File: src/rtl/wash_sequencer.sv
// wash_sequencer: program sequencer for the washing-machine controller.
// Steps FILL -> WASH -> RINSE (-> WASH -> RINSE on a double wash) -> SPIN
// on a coin, issuing a one-cycle start pulse plus a phase duration to the
// phase timer and waiting for the timer's done level before advancing.
//
// Ports:
//   clk                    system clock, posedge
//   rst                    synchronous reset, active-high
//   coin_in                coin accepted; starts a cycle from IDLE
//   double_wash            second wash+rinse request, latched with the coin
//   timer_pause            pause request, honoured only in SPIN
//   current_programm_done  timer done level
//   next_programm_started  one-cycle start pulse to the timer
//   value                  phase duration, held for the whole phase
//   state                  current phase (IDLE=0 FILL=1 WASH=2 RINSE=3 SPIN=4)
//   busy                   high whenever state != IDLE
//   wash_done              one-cycle pulse when SPIN completes
module wash_sequencer #(
    parameter logic [31:0] FILL_TIME  = 32'd60,
    parameter logic [31:0] WASH_TIME  = 32'd300,
    parameter logic [31:0] RINSE_TIME = 32'd120,
    parameter logic [31:0] SPIN_TIME  = 32'd60
) (
    input  logic        clk,
    input  logic        rst,
    input  logic        coin_in,
    input  logic        double_wash,
    input  logic        timer_pause,
    input  logic        current_programm_done,
    output logic        next_programm_started,
    output logic [31:0] value,
    output logic [2:0]  state,
    output logic        busy,
    output logic        wash_done
);

    localparam int unsigned STATE_W = 3;
    localparam int unsigned ARM_W   = 2;

    typedef enum logic [STATE_W-1:0] {
        IDLE  = 3'd0,
        FILL  = 3'd1,
        WASH  = 3'd2,
        RINSE = 3'd3,
        SPIN  = 3'd4
    } state_t;

    state_t           cur;
    logic [ARM_W-1:0] arm_cnt;     // cycles spent in the current phase, saturating
    logic             double_q;    // double-wash request latched with the coin
    logic             second_pass; // second WASH/RINSE pass already taken
    logic             armed;
    logic             phase_done;

    // The timer's done from the previous phase may still be high during the
    // entry cycle and the one after it, so done is only trusted from the
    // third cycle in a phase onward.
    assign armed      = arm_cnt[1];
    assign phase_done = armed && current_programm_done;

    assign state = STATE_W'(cur);

    // Sequencer state, latches and registered outputs.
    always_ff @(posedge clk) begin
        if (rst) begin
            cur                   <= IDLE;
            arm_cnt               <= '0;
            double_q              <= 1'b0;
            second_pass           <= 1'b0;
            next_programm_started <= 1'b0;
            value                 <= '0;
            busy                  <= 1'b0;
            wash_done             <= 1'b0;
        end else begin
            next_programm_started <= 1'b0;
            wash_done             <= 1'b0;
            if (arm_cnt != ARM_W'(3)) begin
                arm_cnt <= arm_cnt + ARM_W'(1);
            end

            case (cur)
                IDLE: begin
                    if (coin_in) begin
                        cur                   <= FILL;
                        value                 <= FILL_TIME;
                        next_programm_started <= 1'b1;
                        busy                  <= 1'b1;
                        arm_cnt               <= '0;
                        double_q              <= double_wash;
                        second_pass           <= 1'b0;
                    end
                end
                FILL: begin
                    if (phase_done) begin
                        cur                   <= WASH;
                        value                 <= WASH_TIME;
                        next_programm_started <= 1'b1;
                        arm_cnt               <= '0;
                    end
                end
                WASH: begin
                    if (phase_done) begin
                        cur                   <= RINSE;
                        value                 <= RINSE_TIME;
                        next_programm_started <= 1'b1;
                        arm_cnt               <= '0;
                    end
                end
                RINSE: begin
                    if (phase_done) begin
                        next_programm_started <= 1'b1;
                        arm_cnt               <= '0;
                        if (double_q && !second_pass) begin
                            cur         <= WASH;
                            value       <= WASH_TIME;
                            second_pass <= 1'b1;
                        end else begin
                            cur   <= SPIN;
                            value <= SPIN_TIME;
                        end
                    end
                end
                SPIN: begin
                    // A pause holds SPIN even after the timer finishes.
                    if (phase_done && !timer_pause) begin
                        cur         <= IDLE;
                        value       <= '0;
                        busy        <= 1'b0;
                        wash_done   <= 1'b1;
                        double_q    <= 1'b0;
                        second_pass <= 1'b0;
                    end
                end
                default: begin
                    cur   <= IDLE;
                    value <= '0;
                    busy  <= 1'b0;
                end
            endcase
        end
    end

endmodule

File: config.mk
export PLATFORM = sky130hd
export DESIGN_NAME = wash_sequencer
export DESIGN_NICKNAME = d
export VERILOG_FILES = /design/src/rtl/wash_sequencer.sv
export SDC_FILE = /design/constraint.sdc
export NUM_CORES = 1
export LEC_CHECK = 0
export BUFFER_PORTS_ARGS = -buffer_cell sky130_fd_sc_hd__clkbuf_2
export CAP_MARGIN = 40
export CORE_MARGIN = 8
export CORE_UTILIZATION = 41
export CTS_CLUSTER_DIAMETER = 30
export CTS_CLUSTER_SIZE = 40
export DETAILED_ROUTE_END_ITERATION = 16
export PLACE_DENSITY = 0.75
export SYNTH_ARGS = -nofsm -noshare
export SYNTH_HDL_FRONTEND = slang
export SYNTH_SLANG_ARGS = --single-unit
File: constraint.sdc
create_clock -name clk -period 1.5 [get_ports clk]
set_clock_uncertainty 0.1 [all_clocks]
set_input_delay 0.15 -clock clk [delete_from_list [all_inputs] [get_ports clk]]
set_output_delay 0.15 -clock clk [all_outputs]
set_load 0.02 [all_outputs]
==> metrics.txt, run 1 <==
CP Class reg -> reg; GR Util All Layers 9.61%; global route overflow 0; Wirelength per Cell 12.8 um; non-filler cells, final 152; CP Data Required Time 1.58 ns; RD Place Congestion 0.867; DRT Pass-1 Iters 4; most used routing layer met2; CTS buffer count 3; Post-DP HPWL ~1.5 mm; first-pass GRT wire length 3.20 mm; Global Route met3 Usage 5.65%; Netlist cell types 34; die width 63.6 um; area grow syn2layout 3.10%; CP arrival 1.48 ns; internal power 0.596 mW; fin. max-slew vios 0; crit-path cells or4b_4 -> o211ai_2 -> a2bb2o_4; CTS tree done; # IOs 44; VDD IR max 0.000505 V; die height approximately 64 um; clock network fraction of design power 25.1%; DP Worst Slack 0.114 ns; Mapped Area 927 um2; Final setup viols 0; Routed Antenna Nets 0; Mapped Cells ~110; Clock Latency Late Sink 0.28 ns; Yosys Warn Count 0; slowest cell delay on critical path 0.52 ns; nature of the critical path startpoint register; Switching Share approximately 34%; Max Freq 714 MHz; post_cts resized 0; cell leakage power roughly 0.46 nW; number of global-route vias before repair about 760; outcome completed; Setup Buffers After CTS 0; # port buffers 17; clock buffer depth 2; Routed WL around 2.0 mm; Slowest-stage cell, CP or4b_4; Hold Fails Final Rpt 0; largest fanout on the critical path 4; initial antenna violation count 0; Rows 17; clk sinks 15; RSZ-0062 raised after global routing no; initial core utilization 42.7%; Pwr per Cell Area 943 nW/um2; DP Cell Count 148; CP endpoint kind register; register area share after synthesis 32.4%; Logic pwr share 25.5%; Final WS setup 0.0989 ns; Starting DRT DRC Count 26; Hold Path Class in -> reg; critical path's top delay family simple AND/OR/NAND/NOR gates; die area 4040 um2; fin crit period 1.40 ns; Sw Pwr approximately 0.31 mW; layout cells sized above 1 between 20% and 30%; CTS root buf clkbuf_4; H-tree level count 1; number of synthesized register bits 15; final net count between 100 and 150; EDFF count, synth 0; clock slew at reported path FFs 0.09 ns; met1 Track Usage GR between 10% and 20%; DRC viols 0; Seq pwr share roughly half; Max Cap Viol 0; Post-Syn Area per Cell 8.66 um2; post-route clock period utilization 93.4%; met2 Use GR 14.7%; detailed-route via count between 700 and 800; hold_buf cts 0; Core ar. approximately 2200 um2; Top FF cell, synth dfxtp_1; drt via density roughly 4.9; CP bufs+invs 0; Diodes inserted 0; async set-reset flop share out of synthesis 0%; Power Total approximately 0.9 mW; largest net degree at the start of global routing 15
-- per-layer routing --
layer / vias to the layer above / share of wire (%)
met2: 54 / 44
met3: 5 / 11
li1: 353 / -
met4: 0 / 1.4
met1: 332 / 43
met5: - / 0
-- registers in the layout, summed over array words and instances, names as in the netlist --
register,flops
value,5
state,3
arm_cnt,2
busy,1
double_q,1
next_programm_started,1
second_pass,1
wash_done,1
-- final cells by class --
| type | instances | area, um2 |
|---|---|---|
| tap | 28 | 35.0 |
| multi-input combinational | 81 | 469 |
| sequential | 15 | 303 |
| clock buffer | 4 | 26.3 |
| timing repair buffer | 20 | 108 |
| fill | 244 | 1210 |
| inverter | 4 | 15.0 |
-- final timing paths --
check                           slack [ns]    endpoint  depth (start not counted)         from
worst max register to register         0.1    value[8]                          3     state[1]
worst min register to register        0.38  arm_cnt[1]                          2   arm_cnt[0]
worst max-delay path                   0.1    value[8]                          3     state[1]
worst min-delay path                  0.08    double_q                          3  double_wash
-- worst min-delay path: stages --
cell      delay, ns
clkbuf_2       0.08
a31oi_1        0.07
o32ai_1        0.11
-- placed cells by master, fill, tap and decap left out, drive strengths merged, types with 2 or more instances in the layout --
| master | Yosys | routed |
|---|---|---|
| nor2 | 5 | 5 |
| clkbuf | 2 | 21 |
| nand3 | 2 | 2 |
| o21ai | 6 | 6 |
| conb | 1 | 26 |
| nor2b | 3 | 3 |
| a21oi | 4 | 4 |
| a31oi | 2 | 2 |
| nand4 | 2 | 2 |
| a21boi | 2 | 2 |
| o22ai | 2 | 2 |
| dfxtp | 15 | 15 |
| nand4b | 2 | 2 |
| nand3b | 2 | 2 |
| inv | 4 | 4 |
| buf | 30 | 3 |
| nor3 | 5 | 5 |
| nand2b | 5 | 5 |
-- Yosys cell counts (all sizes together) (2+ instances only) --
cell,number,area [um2]
buf,30,229
nand3,2,10.0
dfxtp,15,300
nor2b,3,18.8
nand3b,2,15.0
o21ai,6,30.0
nand4,2,12.5
nor3,5,25.0
a31oi,2,12.5
nor2,5,21.3
a21boi,2,15.0
nand4b,2,17.5
clkbuf,2,7.51
a21oi,4,20.0
o22ai,2,12.5
inv,4,15.0
nand2b,5,31.3
-- power groups by stage --
stage / Combinational [mW] / Sequential (mW) / Clock [mW]
6_report: 0.229 / 0.445 / 0.227
5_1_grt: 0.250 / 0.449 / 0.247
4_1_cts: 0.227 / 0.445 / 0.235
3_5_place_dp: 0.227 / 0.454 / 0
3_3_place_gp: 0.223 / 0.452 / 0
2_1_floorplan: 0.217 / 0.473 / 0
-- stage by stage --
stage	area (um2)	hold slack, ns	utilization (%)	TNS [ns]
floorplan	1020	0.227	-	-0.0212
global placement	930	0.332	42.8	0
detailed placement	930	0.359	42.8	0
CTS	956	0.0619	44.1	0
global route	956	0.104	44.1	0
finish	956	0.0779	44.1	0
-- cells by family after synthesis --
group | after synthesis | share of synthesized area [%]
flip-flops | 15 | 32.4
AO/OA/AOI/OAI | 24 | 18.8
other | 1 | 0.404
AND/OR/NAND/NOR | 31 | 21.3
buffers and inverters | 36 | 27.1
Power figures use the tool's default switching activity.
==> inputs of run 2 (changes only) <==
ABC_AREA = 1   (was unset)
CORE_UTILIZATION = 40   (was 41)
SLEW_MARGIN = 30   (was unset)
==> metrics.txt, run 2 <==
Yosys Warn Count 0; CTS tree done; Post-DP HPWL 1.45 mm; DRT Pass-1 Iters 4; DR WL met2 865 um; die area between 3000 and 4000 um2; layout cells sized above 1 24.2%; nature of the critical path startpoint register; # port buffers 17; mux share of post-synthesis cell area 0%; final net count 139; area grow syn2layout 5.51%; async set-reset flop share out of synthesis 0%; Pwr per Cell Area 1160 nW/um2; Synth Area in Simple Gates between 20% and 30%; Top Metal Used met4; Compound-Gate Fraction of Synth Area 12.0%; detailed-route via count 686; Synth top area share roughly a third; EDFF count, synth 0; # IOs 44; commonest cells in the netlist 27 x buf_4, 19 x nand2_1, 15 x dfxtp_1, 9 x a21oi_1; commonest non-fill, non-tap cells in the layout 26 x conb_1, 19 x nand2_1, 17 x clkbuf_2; commonest non-fill, non-tap cell in the layout conb_1; largest fanout on the critical path 9; number of synthesized register bits 15; Starting DRT DRC Count 31; Hold Fails Final Rpt 0; clk sinks 15; cell leakage power 0.446 nW; adder-cell share of the synthesized area 0%; fin. max-slew vios 0; DRC viols 0; CTS root buf clkbuf_4; Rows 17; H-tree level count 1; M1 WL 811 um; clock slew at reported path FFs 0.08 ns; Mapped Area between 800 and 900 um2; Setup Buffers After CTS 0; Final setup viols 0; CP Data Required Time 1.57 ns; Max Freq 710 MHz; Slowest-stage cell, CP dfxtp_1; outcome completed; die width 62.5 um; CP endpoint kind register; post-route cell area 911 um2; top-count cell post-synth buf_4; VDD IR max between 0.0003 and 0.0004 V; fin crit period 1.41 ns; post-route clock period utilization a little over nine tenths; global route overflow 0; initial antenna violation count 0; synth top area cells dfxtp_1 35%, buf_4 23%, nand2_1 8.3%; Routed WL 1.86 mm; largest family of logic cells by synthesized area buffers and inverters; Routed Antenna Nets 0; RSZ-0062 raised after global routing no; fillers 244; CP Class reg -> reg; Synth Area in XOR/XNOR 0%; Diodes inserted 0; first-pass GRT wire length 3.17 mm; drt via density roughly 4.3; crit-path cells inv_2 -> nand3b_1 -> nand3_2 -> nand2_1 -> a21oi_2; Netlist cell types 24; CP arrival 1.48 ns; DP Cell Count 155; Core ar. about 2100 um2; slowest cell delay on critical path 0.47 ns; Synth area leader dfxtp_1; Post-Syn Area per Cell 7.64 um2; Final WS setup 0.0917 ns; clock buffer depth 2; GR Util All Layers 9.73%; CTS buffer count 3; setup TNS 0 ns; DP Area 871 um2; number of global-route vias before repair about 670; Clock Latency Late Sink 0.29 ns; Top reg by flops value; met3 wire len 136 um; Mapped Cells 113; Max Cap Viol 0; RD Place Congestion 0.880; DP Worst Slack 0.106 ns; hold slack final 0.0568 ns; max reg flops 5; initial core utilization 40.6%; die height roughly 62 um; Wirelength per Cell ~12 um; Final Util a little over two fifths; Power Total 1.06 mW; largest net degree at the start of global routing 14; register area share after synthesis between 30% and 40%; non-filler cells, final 160; Top FF cell, synth dfxtp_1; Hold Path Class in -> reg
## run 2: cell types whose count changed after synthesis, moves of 4 or more
cell / change
nand2_1: +19
a21oi_1: +5
nand2b_1: -5
inv_1: +4
nand3_1: +4
nor2_1: +4
## run 2: cells by family (layout without fill, tap and decap cells)
logic type,count (synthesis),count (layout)
and+or+nand+nor,43,43
buffers and inverters,38,32
AOI/OAI and AO/OA,16,16
DFF,15,15
other,1,26
## run 2: path summary, 6_finish.rpt
| path | from | endpoint | slack [ns] | depth (start not counted) |
|---|---|---|---|---|
| max | state[2] | value[8] | 0.09 | 5 |
| min | timer_pause | wash_done | 0.06 | 4 |
| max reg2reg | state[2] | value[8] | 0.09 | 5 |
| min reg2reg | arm_cnt[0] | arm_cnt[0] | 0.35 | 1 |
## run 2: layer usage
metal | vias to the layer above | global-route usage (%)
met2 | 28 | 15.0
met1 | 305 | 10.8
met5 | - | 0
met4 | 0 | 6.55
met3 | 4 | 3.76
li1 | 349 | -
## run 2: where the power goes
group,switching (mW),internal [mW]
Combinational,0.253,0.0955
Clock,0.138,0.0991
Sequential,0.0339,0.441
## run 2: final cells by class
class / count / area [um2] / share of cell area, %
multi-input combinational: 85 / 408 / 44.8
sequential: 15 / 303 / 33.2
timing repair buffer: 18 / 95.1 / 10.4
inverter: 10 / 42.5 / 4.67
tap: 28 / 35.0 / 3.85
clock buffer: 3 / 22.5 / 2.47
clock inverter: 1 / 5.00 / 0.549
## run 2: critical path, delay by kind of cell (launching register included)
family / cells / cell delay, ns
AND/OR/NAND/NOR: 3 / 0.52
flip-flops: 1 / 0.47
buffers and inverters: 1 / 0.15
AO/OA/AOI/OAI: 1 / 0.05
## run 2: what timing repair did
item,CTS,global route
hold buffers,1,0
setup endpoints to repair,0,4
endpoints found under the hold margin,1,0
gates resized for setup,0,2
